**src/rtl/mem_access_sequencer_if.sv**
```systemverilog
// ---------------------------------------------------------------------------
// mem_access_sequencer_if
// Byte-wide data-memory port with a req/ack handshake.
//   mem_req   : access request (sequencer -> memory)
//   mem_we    : write strobe, qualified by mem_req
//   mem_addr  : 16-bit byte address
//   mem_wdata : write data byte
//   mem_ack   : memory completes the access in this cycle (memory -> sequencer)
//   mem_rdata : read data byte, valid when mem_ack=1
// Modports: master = sequencer side, slave = memory side.
// ---------------------------------------------------------------------------
interface mem_access_sequencer_if;
  logic        mem_req;
  logic        mem_we;
  logic [15:0] mem_addr;
  logic [7:0]  mem_wdata;
  logic        mem_ack;
  logic [7:0]  mem_rdata;

  modport master (
    output mem_req, mem_we, mem_addr, mem_wdata,
    input  mem_ack, mem_rdata
  );

  modport slave (
    input  mem_req, mem_we, mem_addr, mem_wdata,
    output mem_ack, mem_rdata
  );
endinterface

```
**src/rtl/mem_access_sequencer.sv**
```systemverilog
// ---------------------------------------------------------------------------
// mem_access_sequencer
// MEM-stage controller: runs one load/store as up to two byte accesses
// (top byte at op_addr, then bottom byte at op_addr+1) over a single 8-bit
// req/ack memory port, stalling the pipeline while the op is in flight.
//
// Ports:
//   clock, reset_n       : clock (rising edge), synchronous active-low reset
//   op_valid/op_is_store : operation present / store(1) or load(0)
//   op_byte_en[1:0]      : [0] top byte, [1] bottom byte
//   op_addr, st_data_*   : top-byte address, store data bytes
//   mem                  : memory port (mem_access_sequencer_if.master)
//   ld_res_top/bot       : captured load bytes (held until overwritten)
//   sel_signals[1:0]     : MEM/WB lane select, 1 = take load result (DONE only)
//   stall                : freeze IF..EX/MEM (combinational)
//   op_done              : one-cycle completion pulse
//   timeout_err          : sticky access-timeout flag
//
// Build option: define MEM_SEQ_TIMEOUT_EN to abort an access after
// TIMEOUT_CYCLES request cycles without an ack; otherwise the sequencer
// waits indefinitely and timeout_err is tied low.
// ---------------------------------------------------------------------------
module mem_access_sequencer #(
  parameter int unsigned TIMEOUT_CYCLES = 16
) (
  input  logic                          clock,
  input  logic                          reset_n,
  input  logic                          op_valid,
  input  logic                          op_is_store,
  input  logic [1:0]                    op_byte_en,
  input  logic [15:0]                   op_addr,
  input  logic [7:0]                    st_data_top,
  input  logic [7:0]                    st_data_bot,
  mem_access_sequencer_if.master        mem,
  output logic [7:0]                    ld_res_top,
  output logic [7:0]                    ld_res_bot,
  output logic [1:0]                    sel_signals,
  output logic                          stall,
  output logic                          op_done,
  output logic                          timeout_err
);

  typedef enum logic [1:0] {IDLE, ACC_TOP, ACC_BOT, DONE} state_t;

  state_t      state_reg;
  logic        store_reg;
  logic [1:0]  en_reg;
  logic [15:0] addr_reg;
  logic [7:0]  data_bot_reg;

  // Lane selects presented in DONE for a completed (non-aborted) op.
  logic [1:0]  done_sel;
  assign done_sel = {en_reg[1] & ~store_reg, en_reg[0] & ~store_reg};

  // Stall covers the accept cycle too, so EX/MEM holds the op until DONE.
  assign stall = ((state_reg == IDLE) && op_valid && (op_byte_en != 2'b00)) ||
                 (state_reg == ACC_TOP) || (state_reg == ACC_BOT);

`ifdef MEM_SEQ_TIMEOUT_EN
  localparam int CNT_W = $clog2(TIMEOUT_CYCLES + 1);
  logic [CNT_W-1:0] wait_cnt_reg;
  logic             timeout_hit;
  // Abort on the edge that would bring the count to TIMEOUT_CYCLES, so req
  // stays high for exactly TIMEOUT_CYCLES cycles.
  assign timeout_hit = !mem.mem_ack && (wait_cnt_reg == CNT_W'(TIMEOUT_CYCLES - 1));
`else
  logic unused_timeout_cfg;
  assign unused_timeout_cfg = ^TIMEOUT_CYCLES;
  assign timeout_err        = 1'b0;
`endif

  always_ff @(posedge clock) begin
    if (!reset_n) begin
      state_reg     <= IDLE;
      store_reg     <= 1'b0;
      en_reg        <= 2'b00;
      addr_reg      <= 16'h0000;
      data_bot_reg  <= 8'h00;
      mem.mem_req   <= 1'b0;
      mem.mem_we    <= 1'b0;
      mem.mem_addr  <= 16'h0000;
      mem.mem_wdata <= 8'h00;
      ld_res_top    <= 8'h00;
      ld_res_bot    <= 8'h00;
      sel_signals   <= 2'b00;
      op_done       <= 1'b0;
`ifdef MEM_SEQ_TIMEOUT_EN
      wait_cnt_reg  <= '0;
      timeout_err   <= 1'b0;
`endif
    end else begin
      case (state_reg)
        IDLE: begin
          op_done     <= 1'b0;
          sel_signals <= 2'b00;
          if (op_valid && (op_byte_en != 2'b00)) begin
            store_reg    <= op_is_store;
            en_reg       <= op_byte_en;
            addr_reg     <= op_addr;
            data_bot_reg <= st_data_bot;
            mem.mem_req  <= 1'b1;
            mem.mem_we   <= op_is_store;
`ifdef MEM_SEQ_TIMEOUT_EN
            wait_cnt_reg <= '0;
`endif
            if (op_byte_en[0]) begin
              state_reg     <= ACC_TOP;
              mem.mem_addr  <= op_addr;
              mem.mem_wdata <= st_data_top;
            end else begin
              state_reg     <= ACC_BOT;
              mem.mem_addr  <= op_addr + 16'd1;
              mem.mem_wdata <= st_data_bot;
            end
          end
        end

        ACC_TOP: begin
          if (mem.mem_ack) begin
            if (!store_reg) ld_res_top <= mem.mem_rdata;
            if (en_reg[1]) begin
              // Back-to-back: req stays high, address/data switch on this edge.
              state_reg     <= ACC_BOT;
              mem.mem_addr  <= addr_reg + 16'd1;
              mem.mem_wdata <= data_bot_reg;
`ifdef MEM_SEQ_TIMEOUT_EN
              wait_cnt_reg  <= '0;
`endif
            end else begin
              state_reg   <= DONE;
              mem.mem_req <= 1'b0;
              mem.mem_we  <= 1'b0;
              op_done     <= 1'b1;
              sel_signals <= done_sel;
            end
          end
`ifdef MEM_SEQ_TIMEOUT_EN
          else if (timeout_hit) begin
            state_reg   <= DONE;
            mem.mem_req <= 1'b0;
            mem.mem_we  <= 1'b0;
            op_done     <= 1'b1;
            sel_signals <= 2'b00;
            timeout_err <= 1'b1;
          end else begin
            wait_cnt_reg <= wait_cnt_reg + 1'b1;
          end
`endif
        end

        ACC_BOT: begin
          if (mem.mem_ack) begin
            if (!store_reg) ld_res_bot <= mem.mem_rdata;
            state_reg   <= DONE;
            mem.mem_req <= 1'b0;
            mem.mem_we  <= 1'b0;
            op_done     <= 1'b1;
            sel_signals <= done_sel;
          end
`ifdef MEM_SEQ_TIMEOUT_EN
          else if (timeout_hit) begin
            state_reg   <= DONE;
            mem.mem_req <= 1'b0;
            mem.mem_we  <= 1'b0;
            op_done     <= 1'b1;
            sel_signals <= 2'b00;
            timeout_err <= 1'b1;
          end else begin
            wait_cnt_reg <= wait_cnt_reg + 1'b1;
          end
`endif
        end

        default: begin // DONE
          state_reg   <= IDLE;
          op_done     <= 1'b0;
          sel_signals <= 2'b00;
        end
      endcase
    end
  end

endmodule

```
**src/flat_wrapper.sv**
```systemverilog
// flat-port wrapper written by rule: the top's interface ports become plain ports
module mem_access_sequencer_flat 
#(
  parameter int unsigned TIMEOUT_CYCLES = 16
)
  (clock, reset_n, op_valid, op_is_store, op_byte_en, op_addr, st_data_top, st_data_bot, ld_res_top, ld_res_bot, sel_signals, stall, op_done, timeout_err, mem_mem_req, mem_mem_we, mem_mem_addr, mem_mem_wdata, mem_mem_ack, mem_mem_rdata);
  mem_access_sequencer_if mem_i ();
  input  logic clock;
  input  logic reset_n;
  input  logic op_valid;
  input  logic op_is_store;
  input  logic [1:0] op_byte_en;
  input  logic [15:0] op_addr;
  input  logic [7:0] st_data_top;
  input  logic [7:0] st_data_bot;
  output logic [7:0] ld_res_top;
  output logic [7:0] ld_res_bot;
  output logic [1:0] sel_signals;
  output logic stall;
  output logic op_done;
  output logic timeout_err;
  output wire logic [$bits(mem_i.mem_req)-1:0] mem_mem_req;
  output wire logic [$bits(mem_i.mem_we)-1:0] mem_mem_we;
  output wire logic [$bits(mem_i.mem_addr)-1:0] mem_mem_addr;
  output wire logic [$bits(mem_i.mem_wdata)-1:0] mem_mem_wdata;
  input wire logic [$bits(mem_i.mem_ack)-1:0] mem_mem_ack;
  input wire logic [$bits(mem_i.mem_rdata)-1:0] mem_mem_rdata;
  assign mem_mem_req = mem_i.mem_req;
  assign mem_mem_we = mem_i.mem_we;
  assign mem_mem_addr = mem_i.mem_addr;
  assign mem_mem_wdata = mem_i.mem_wdata;
  assign mem_i.mem_ack = mem_mem_ack;
  assign mem_i.mem_rdata = mem_mem_rdata;
  mem_access_sequencer #(.TIMEOUT_CYCLES(TIMEOUT_CYCLES)) u_core (.clock(clock), .reset_n(reset_n), .op_valid(op_valid), .op_is_store(op_is_store), .op_byte_en(op_byte_en), .op_addr(op_addr), .st_data_top(st_data_top), .st_data_bot(st_data_bot), .mem(mem_i), .ld_res_top(ld_res_top), .ld_res_bot(ld_res_bot), .sel_signals(sel_signals), .stall(stall), .op_done(op_done), .timeout_err(timeout_err));
endmodule
```
**config.mk**
```make
export PLATFORM = sky130hd
export DESIGN_NAME = mem_access_sequencer_flat
export DESIGN_NICKNAME = d
export VERILOG_FILES = /design/src/rtl/mem_access_sequencer_if.sv /design/src/rtl/mem_access_sequencer.sv /design/src/flat_wrapper.sv
export SDC_FILE = /design/constraint.sdc
export NUM_CORES = 1
export LEC_CHECK = 0
export CORE_MARGIN = 2
export CORE_UTILIZATION = 35
export DETAILED_ROUTE_END_ITERATION = 16
export GPL_TIMING_DRIVEN = 0
export SYNTH_ARGS = -nofsm -noshare
export SYNTH_HDL_FRONTEND = slang
export SYNTH_SLANG_ARGS = --single-unit
export TNS_END_PERCENT = 50
```
**constraint.sdc**
```tcl
create_clock -name clock -period 2 [get_ports clock]
set_input_delay 0.3 -clock clock [delete_from_list [all_inputs] [get_ports clock]]
set_output_delay 0.3 -clock clock [all_outputs]
set_load 0.1 [all_outputs]
```
==> run_results.csv <==
group,metric,value,unit
routing,route.vias.total,3591,
sta,clock_skew,10.7,ps
cells_and_area,area.growth.synth_to_final,34.1,%
clock_tree,cts_root_buffer,"clkbuf_8",
critical_path,setup.reg_to_reg.worst_slack,140,ps
critical_path,required,1700,ps
run_status,outcome,"complete, no violations",
power,max-vdd-ir-drop,0.894,mV
synthesis,ys_seq_area_share,38.0,%
synthesis,synthArstFlopShare,0,%
synthesis,yosysWarnings,0,
floorplan,io_pins,94,
sta,final-max-slew-violation-count,0,
routing,wirelength,10900,um
floorplan,fp.dieH,110,um
routing,vias_per_std_cell,4.94,
floorplan,floorplan.core_area,0.0108,mm2
routing,drt-pass1-iter-count,4,
place,port_buffers,91,
synthesis,synth_cell_types,43,
critical_path,endpoint_kind,"output port",
place,dpl.hpwl,8350,um
global_route,global_route_wire_length_before_repair,17300,um
clock_tree,postCtsHoldBufs,0,
power,power_per_cell_area,1330,mW/mm2
sta,max-slew-margin-rel,32.2,%
synthesis,syn_inst,477,
sta,period_minus_slack,1920,ps
clock_tree,max-clock-path-buffers,2,
critical_path,start_kind,"register",
clock_tree,clk_pin_slew_worst_paths,80,ps
clock_tree,cts_tree,"built",
critical_path,worst_ep_arrival_time,1620,ps
sta,tightestPinTransition,1020,ps
global_route,global_route.usage.total,18.8,%
critical_path,launch_point_of_the_worst_reg_to_reg_path,"u_core.state_reg[1]$_SDFFE_PN0P_",
place,weighted_congestion_reported_at_the_end_of_routability_driven_placement,0.882,
sta,timing_hold_violations_final,0,
cells_and_area,antennaDiodeCount,0,
clock_tree,clkSinkCount,74,
critical_path,crit_end,"stall",
synthesis,synth-main-ff-cell,"dfxtp_1",
global_route,gr-total-overflow,0,
routing,first_iteration_detailed_routing_drc_count,179,
cells_and_area,layout.nets,635,
sta,rsz0062_at_grt,"yes",
synthesis,syn_avg_cell_area,8.18,um2
routing,routed_wire_length_per_instance,15.0,um
cells_and_area,layout_commonest_cell,"nand2_1",
floorplan,core.rowCount,38,
routing,postRouteAntennaNets,0,
clock_tree,cts-buffers-inserted,9,
synthesis,synth_area,0.00390,mm2
job,cap_viol_max_count,0,
floorplan,initial_standard_cell_utilization_of_the_core,36.0,%
critical_path,critical_path.reg2reg.endpoint,"u_core.mem.mem_addr[5]$_SDFFE_PN0P_",
power,power,6.96,mW
cells_and_area,most-common-layout-cells,"nand2_1 (117), dfxtp_1 (72), a21boi_0 (46)",
clock_tree,clk_latency,350,ps
synthesis,synthesis.nets,530,
worst_hold_path,class_of_the_tightest_hold_or_removal_check,"input port to register",
global_route,initial_antenna_violation_count,0,
power,p_leak,2.19,nW
sta,setup_viol,0,
global_route,grt_pass1_vias,3527,
cells_and_area,drive_gt1_share,9.20,%
cells_and_area,final_util,48.3,%
floorplan,floorplan.die.width,110,um
synthesis,post_synthesis_register_bit_count,74,
sta,min_period_over_period,95.9,%
sta,max_frequency,521,MHz
global_route,grt_start_max_net_pins,13,
floorplan,die_outline_area,0.0120,mm2
routing,post-route-drc-count,0,
critical_path,worstPathMaxFanout,8,
clock_tree,htree_num_levels,3,
synthesis,synth_enable_flop_cells,0,
cells_and_area,filler_cell_count,1113,
critical_path,ff2ff_path_depth,9,
critical_path,critical_path_class,"register to output port",
critical_path,crit_start,"u_core.state_reg[0]$_SDFFE_PN0P_",
metrics by stage:
| stage | setup slack (ps) | area, um2 | cells | hold WS, ps | setup TNS (ps) |
|---|---|---|---|---|---|
| after floorplan | 127 | 3900 | 477 | 439 | 0 |
| after global placement | -1150 | 4990 | 708 | 439 | -6110 |
| after detailed placement | -1150 | 4990 | 708 | 450 | -6530 |
| after CTS | -139 | 5180 | 724 | 255 | -139 |
| after global routing | -16.1 | 5230 | 727 | 277 | -16.1 |
| final | 82.1 | 5230 | 727 | 273 | 0 |
critical path, stage by stage (launching register included):
cell,delay [ps]
dfxtp_2,360
inv_1,60
ha_1,190
buf_4,160
o211ai_4,130
buf_8,140
nand2_2,50
buf_12,170
kinds of logic (layout without fill, tap and decap cells):
logic type | after synthesis | count (layout) | synth area share (%)
compound gates | 92 | 92 | 17.2
xor+xnor | 28 | 28 | 6.29
fa+ha+maj | 6 | 6 | 1.92
buf+inv | 43 | 153 | 4.75
flops | 74 | 74 | 38.0
mux | 22 | 22 | 5.64
other cells | 1 | 1 | 0.0961
simple gates | 211 | 211 | 26.2
synth_stat cells (2+ instances only):
master | number | share of area, %
o21ai_2 | 4 | 0.90
inv_1 | 12 | 1.2
nand3_1 | 38 | 4.9
mux2i_1 | 22 | 5.6
nand2_1 | 118 | 11
buf_2 | 10 | 1.3
nor4_2 | 4 | 1.3
ha_1 | 6 | 1.9
a21boi_0 | 46 | 8.9
clkbuf_1 | 18 | 1.7
o21a_1 | 3 | 0.58
nor2b_1 | 7 | 1.1
xor2_1 | 19 | 4.3
nor2_1 | 13 | 1.3
nor3_1 | 6 | 0.77
dfxtp_1 | 74 | 38
buf_4 | 3 | 0.58
o211a_1 | 2 | 0.51
and4b_1 | 2 | 0.51
o21ai_0 | 10 | 1.3
o21ai_1 | 6 | 0.77
xnor2_1 | 9 | 2.0
and2_1 | 2 | 0.32
o211ai_1 | 4 | 0.77
nand4_1 | 6 | 0.96
nor4_1 | 5 | 0.80
and4_1 | 2 | 0.45
a21boi_1 | 10 | 1.9
nand4b_4 | 2 | 1.2
power breakdown:
group	internal, mW	switching [mW]
combinational	0.907	2.76
sequential	1.78	0.191
clock	0.772	0.552
how the worst min path moves through the flow:
stage,start,endpoint,slack [ps],cells past startpoint
CTS,op_addr[4],u_core.addr_reg[4]$_SDFFE_PN0P_,250,3
detailed placement,u_core.mem.mem_wdata[7]$_SDFFE_PN0P_,u_core.mem.mem_wdata[7]$_SDFFE_PN0P_,450,2
floorplan,u_core.en_reg[0]$_SDFFE_PN0P_,u_core.en_reg[0]$_SDFFE_PN0P_,440,2
global route,op_addr[4],u_core.addr_reg[4]$_SDFFE_PN0P_,280,3
global placement,u_core.mem.mem_we$_SDFFE_PN0P_,u_core.mem.mem_we$_SDFFE_PN0P_,440,2
finish,op_addr[4],u_core.addr_reg[4]$_SDFFE_PN0P_,270,3
what timing repair did:
action | 4_1_cts | 5_1_grt
buffers inserted | 0 | 3
resized for setup | 56 | 18
setup endpoints to repair | 46 | 41
routing by layer:
layer	vias to the layer above	GRT usage, %	part of all wire [%]
met2	71	31.5	48
met3	8	3.08	3.6
met1	1669	24.6	47
li1	1843	-	-
met5	-	0	0
met4	0	6.15	1.1
layout make-up:
| cell class | count | area (um2) | area share (%) |
|---|---|---|---|
| clock inverters | 4 | 73.8 | 1.41 |
| flip-flops and latches | 74 | 1480 | 28.4 |
| multi-input cells | 360 | 2250 | 43.0 |
| plain buffers | 31 | 163 | 3.11 |
| repair buffers | 94 | 887 | 17.0 |
| inverters | 12 | 45.0 | 0.861 |
| well taps | 140 | 175 | 3.35 |
| clock buffers | 12 | 155 | 2.97 |
(Power assumes the default switching activity.)
